## config.mk

```make
export PLATFORM = sky130hd
export DESIGN_NAME = rom_dl_ctrl
export DESIGN_NICKNAME = d
export VERILOG_FILES = /design/src/rtl/tiamc1_pkg.sv /design/src/rtl/rom_dl_ctrl.sv
export SDC_FILE = /design/constraint.sdc
export NUM_CORES = 1
export LEC_CHECK = 0
export ABC_AREA = 1
export CORE_UTILIZATION = 49
export CTS_BUF_LIST = sky130_fd_sc_hd__clkbuf_4 sky130_fd_sc_hd__clkbuf_8
export CTS_CLUSTER_DIAMETER = 200
export DETAILED_ROUTE_END_ITERATION = 16
export GPL_TIMING_DRIVEN = 0
export PLACE_DENSITY = 0.79
export RECOVER_POWER = 100
export SYNTH_ARGS = -nofsm -noshare
export SYNTH_HDL_FRONTEND = slang
export SYNTH_SLANG_ARGS = --single-unit
```

## constraint.sdc

```tcl
create_clock -name clk_sys -period 1.72 [get_ports clk_sys]
set_input_delay 0.172 -clock clk_sys [delete_from_list [all_inputs] [get_ports clk_sys]]
set_output_delay 0.172 -clock clk_sys [all_outputs]
set_load 0.01 [all_outputs]
```

## src/rtl/tiamc1_pkg.sv

```systemverilog
// Shared types and constants for the ROM download controller.
// Latency: n/a (declarations only).
// Backpressure: n/a.
package tiamc1_pkg;

   // Download controller FSM states
   typedef enum logic [1:0] {
      ST_IDLE  = 2'd0,
      ST_LOAD  = 2'd1,
      ST_HOLD  = 2'd2,
      ST_READY = 2'd3
   } state_t;

   // HPS transfer indices
   localparam logic [7:0] IDX_ROM = 8'd0;
   localparam logic [7:0] IDX_TNO = 8'd1;

   // Default core reset hold after a download, in clk_sys cycles
   localparam int unsigned RST_HOLD_DEF = 256;

endpackage

```

## src/rtl/rom_dl_ctrl.sv

```systemverilog
// Routes HPS index-0 bytes into the ROM, checks order/range, sums them and sequences core reset.
// Latency: dn_wr/dn_addr/dn_data one cycle after the accepted ioctl_wr; tno one cycle after its strobe.
// Backpressure: none; every HPS byte strobe is consumed (accepted or flagged) in the cycle it arrives.
module rom_dl_ctrl
   import tiamc1_pkg::*;
#(
   parameter int unsigned RST_HOLD = RST_HOLD_DEF,
   parameter int unsigned ROM_SIZE = 32'hC0000
) (
   input  logic        clk_sys,
   input  logic        reset_n,
   input  logic        ioctl_download,
   input  logic        ioctl_wr,
   input  logic [24:0] ioctl_addr,
   input  logic [7:0]  ioctl_dout,
   input  logic [7:0]  ioctl_index,
   output logic [19:0] dn_addr,
   output logic [7:0]  dn_data,
   output logic        dn_wr,
   output logic [7:0]  tno,
   output logic        core_reset,
   output logic        rom_valid,
   output logic        dl_err,
   output logic [15:0] checksum,
   output logic [1:0]  led_disk
);

   // Expected-address counter must be able to reach ROM_SIZE itself (the "complete" value)
   localparam int AW = $clog2(ROM_SIZE + 1);
   localparam int HW = (RST_HOLD > 1) ? $clog2(RST_HOLD) : 1;

   state_t          state;
   logic [AW-1:0]   exp_addr;
   logic [HW-1:0]   hold_cnt;
   logic            led_load;

   logic            rom_strobe;
   logic            in_range;
   logic            in_seq;
   logic            accept;
   logic            reject;
   logic            enter_load;

   assign rom_strobe = ioctl_download && ioctl_wr && (ioctl_index == IDX_ROM);
   assign in_range   = ioctl_addr < 25'(ROM_SIZE);
   assign in_seq     = ioctl_addr == 25'(exp_addr);
   assign accept     = (state == ST_LOAD) && rom_strobe && in_range && in_seq;
   assign reject     = (state == ST_LOAD) && rom_strobe && !(in_range && in_seq);
   // A new ROM transfer restarts loading from any state other than LOAD itself
   assign enter_load = ioctl_download && (ioctl_index == IDX_ROM) && (state != ST_LOAD);

   assign led_disk = {1'b1, led_load};

   // Download FSM with byte forwarding, checksum, error tracking and registered core reset
   always_ff @(posedge clk_sys or negedge reset_n) begin
      if (!reset_n) begin
         state      <= ST_IDLE;
         exp_addr   <= '0;
         hold_cnt   <= '0;
         checksum   <= '0;
         dl_err     <= 1'b0;
         rom_valid  <= 1'b0;
         core_reset <= 1'b1;
         led_load   <= 1'b0;
         dn_wr      <= 1'b0;
         dn_addr    <= '0;
         dn_data    <= '0;
      end else begin
         dn_wr <= accept;
         if (accept) begin
            dn_addr  <= ioctl_addr[19:0];
            dn_data  <= ioctl_dout;
            checksum <= checksum + {8'h00, ioctl_dout};
            exp_addr <= exp_addr + 1'b1;
         end
         if (reject) begin
            dl_err <= 1'b1;
         end

         if (enter_load) begin
            state      <= ST_LOAD;
            exp_addr   <= '0;
            checksum   <= '0;
            dl_err     <= 1'b0;
            rom_valid  <= 1'b0;
            core_reset <= 1'b1;
            led_load   <= 1'b1;
         end else begin
            case (state)
               ST_LOAD: begin
                  if (!ioctl_download) begin
                     state    <= ST_HOLD;
                     hold_cnt <= HW'(RST_HOLD - 1);
                     led_load <= 1'b0;
                  end
               end
               ST_HOLD: begin
                  if (hold_cnt == '0) begin
                     state      <= ST_READY;
                     rom_valid  <= !dl_err && (exp_addr == AW'(ROM_SIZE));
                     core_reset <= 1'b0;
                  end else begin
                     hold_cnt <= hold_cnt - 1'b1;
                  end
               end
               default: ;
            endcase
         end
      end
   end

   // Title number latch, independent of the ROM FSM
   always_ff @(posedge clk_sys or negedge reset_n) begin
      if (!reset_n) begin
         tno <= '0;
      end else if (ioctl_download && ioctl_wr && (ioctl_index == IDX_TNO)) begin
         tno <= ioctl_dout;
      end
   end

endmodule

```

==> flow_summary.yaml <==
pwr:
  combPwrFrac_pct: 20.1
  power_frac_seq_pct: 48.5
  swShare_pct: 33.1
  clkPwrFrac_pct: 31.5
  p_leak_nw: 4.16
  power_density_nw_per_um2: 567
  p_int_mw: 3.15
  switching_power_mw: 1.56
  peakVddDrop_mv: 0.495
timing:
  grt_setup_unrepaired: "yes"
  finClkSkew_ns: 0.0290
  hold_viol_final: 0
  worstMarginPinSlew_ns: 1.36
  setup_slack_ns: -0.135
  max-slew-margin-rel_pct: 9.07
  tns_ns: -4.04
  setup_viol: 63
  post-route-period-util_pct: 108
  drv_slew: 0
  period_minus_slack_ns: 1.85
  fmax_ghz: 0.539
critical_path:
  endpoint: "checksum[12]"
  r2r_start: "checksum[0]"
  arrival_ns: 2.17
  cp_top_family: "simple AND/OR/NAND/NOR gates"
  worstSetupPathType: "register to register"
  r2r_end: "checksum[12]"
  end_kind: "register"
  path_max_fanout: 3
  crit_slowest_cell: "fa_2"
  start_kind: "register"
  cp.depth: 14
  crit_required_ns: 2.04
  slowest_delay_ns: 0.39
  cp_num_buf_inv: 2
  rr_worst_depth: 14
  crit_start: "checksum[0]"
  critical_path.cell_chain: "ha_2, inv_2, fa_2, inv_2, nand2_1, nand2_2, nand3_2, nand2_4, nand2_1, nand2_1, nand2_1, nor2_1, nand2_1, nand2_1"
  reg2reg_slack_ns: -0.13
  cpMostUsedCell: "nand2_1"
clocking:
  cts_buffers: 9
  clock_sinks: 87
  clock_path_buffers: 2
  clk_pin_slew_worst_paths_ns: 0.10
  cts_tree: "yes"
  clk_latency_ns: 0.40
  htreeDepth: 3
  root_buffer: "clkbuf_8"
final_layout:
  final_cells: 1119
  final_core_util_pct: 76.2
  fin_nets: 1032
  syn_to_final_growth_pct: 50.8
  drive_gt1_share_pct: 29.2
  num_antenna_cells: 0
  final_cell_area_um2: 8300
placed_design:
  dpl.hpwl_mm: 11.1
  finalWeightedCongestion: 0.924
  dpl_cell_area_um2: 6710
  preCtsSetupSlack_ns: -0.635
  io_buffers: 101
  placed_cells: 1041
grt:
  grt_overflow_total: 0
  grtUsageMet1_pct: 36.6
  grt_util_met2_pct: 49.5
  antenna_found_initial: 0
  use_met3_pct: 4.46
  grt_pass1_vias: 5616
  grt_max_degree: 67
  grt_first_pass_wirelength_mm: 26.3
  busiest_layer: "met2"
  grtUsageTotal_pct: 29.2
detailed_routing:
  drt_wl_total_mm: 18.4
  ant_nets: 0
  drtIter0Drc: 464
  drc: 0
  wl_per_cell_um: 16.5
  drt-pass1-iter-count: 6
  vias: 6069
  via_per_inst: 5.42
floorplanning:
  chipHeight_um: 108
  die-area_um2: 11700
  fp.coreArea_um2: 10900
  core.rowCount: 38
  fp.dieW_um: 108
  io_pins: 103
  start_util_pct: 50.5
synth:
  seq_area_frac_synth_pct: 39.6
  yosys_warnings: 0
  synth_seq_cells: 87
  synth_fp_nets: 857
  syn_area_per_cell_um2: 6.89
  syn-cell-area_um2: 5500
  netlist_instances: 799
  synth_cell_type_count: 36
min_path:
  hold_path_class: "primary input to register"
  min_from: "ioctl_download"
  min_delay_path_depth: 3
outcome:
  violations: "setup timing"
  outcome: "finished, violations left"
job:
  max-cap-violations: 0
tightest hold or removal path: stages:
cell and delay, ns:
dlymetal6s2s_1 0.21, nand3_1 0.14, nand2_1 0.05
worst min-delay path by stage:
stage                        to  slack [ns]
detailed placement   dn_addr[2]        0.09
finish               core_reset        0.20
CTS                  dn_data[7]        0.23
global route         core_reset        0.21
floorplan           checksum[0]       -0.12
global placement     core_reset        0.46
metrics by stage:
stage	power [mW]	hold WS, ns
2_1_floorplan	2.77	-0.124
3_3_place_gp	3.08	0.459
3_5_place_dp	3.10	0.0871
4_1_cts	4.56	0.226
5_1_grt	4.95	0.205
6_report	4.70	0.196
sequential cells by signal, summed over array words and instances, names as in the netlist:
signal / count
dn_data: 8
dn_wr: 1
exp_addr: 20
tno: 8
checksum: 16
led_load: 1
rom_valid: 1
core_reset: 1
hold_cnt: 8
dl_err: 1
state: 2
dn_addr: 20
metal layers:
metal	wire length, µm	vias to the layer above
met4	815	0
li1	-	2849
met5	0	-
met2	9030	304
met1	7300	2850
met3	1280	66
what timing repair did:
action	4_1_cts	5_1_grt
cloned	2	6
hold buffers	1	0
pin swaps	10	49
setup endpoints to repair	77	85
buffers inserted	16	37
gates resized for setup	83	169
hold endpoints to repair	21	0
layout by cell type, fill, tap and decap left out, types with 26 or more instances in the layout:
cell and instances:
buf_4 54, dfrtp_1 70, nand2_1 236, dlygate4sd3_1 44, inv_1 88, nand3_1 35, clkdlybuf4s50_1 55, nand2_2 40
nor2_1 61, nand3_2 26
cell usage after synthesis:
cell | n | area, µm²
a21oi_1 | 11 | 55.1
and3_1 | 1 | 6.26
buf_1 | 1 | 3.75
buf_12 | 2 | 40.0
buf_2 | 7 | 35.0
buf_4 | 4 | 30.0
buf_6 | 1 | 11.3
clkbuf_1 | 10 | 37.5
clkinv_1 | 1 | 3.75
conb_1 | 1 | 3.75
dfrtp_1 | 86 | 2150
dfstp_2 | 1 | 26.3
fa_1 | 1 | 20.0
ha_1 | 12 | 150
inv_1 | 97 | 364
inv_2 | 10 | 37.5
nand2_1 | 296 | 1110
nand2_2 | 1 | 6.26
nand2_4 | 1 | 11.3
nand3_1 | 64 | 320
nand3b_1 | 3 | 22.5
nand4_1 | 18 | 113
nor2_1 | 76 | 285
nor2_2 | 5 | 31.3
nor2_4 | 1 | 11.3
nor3_1 | 7 | 35.0
nor3b_1 | 1 | 7.51
nor4_1 | 4 | 25.0
nor4_4 | 1 | 21.3
o21a_1 | 1 | 7.51
o21ai_0 | 32 | 160
o21ai_2 | 20 | 175
o22ai_1 | 1 | 6.26
or2_2 | 3 | 18.8
xnor2_1 | 7 | 61.3
xor2_1 | 11 | 96.3
logic make-up (layout without fill, tap and decap cells):
| family | after synthesis | in the layout | share of synthesized area (%) |
|---|---|---|---|
| AO/OA/AOI/OAI | 65 | 65 | 7.34 |
| XOR/XNOR | 18 | 18 | 2.86 |
| adder cells (fa/ha/maj) | 13 | 13 | 3.09 |
| buffers and inverters | 133 | 313 | 10.2 |
| flip-flops | 87 | 87 | 39.6 |
| other | 1 | 1 | 0.0681 |
| AND/OR/NAND/NOR | 482 | 482 | 36.8 |
power groups by stage:
stage / registers, mW / clock network, mW / logic [mW]
2_1_floorplan: 2.29 / 0 / 0.484
3_5_place_dp: 2.30 / 0 / 0.799
3_3_place_gp: 2.30 / 0 / 0.774
6_report: 2.28 / 1.48 / 0.944
4_1_cts: 2.26 / 1.47 / 0.822
5_1_grt: 2.30 / 1.57 / 1.08
final cells by class:
type / count / area (µm²)
multi-input cells: 579 / 3390
fillers: 743 / 2590
flip-flops and latches: 87 / 2200
repair buffers: 164 / 1620
inverters: 108 / 414
plain buffers: 25 / 317
well taps: 140 / 175
clock buffers: 9 / 124
clock inverters: 7 / 62.6
No activity file was read; power rests on OpenSTA's default activity.
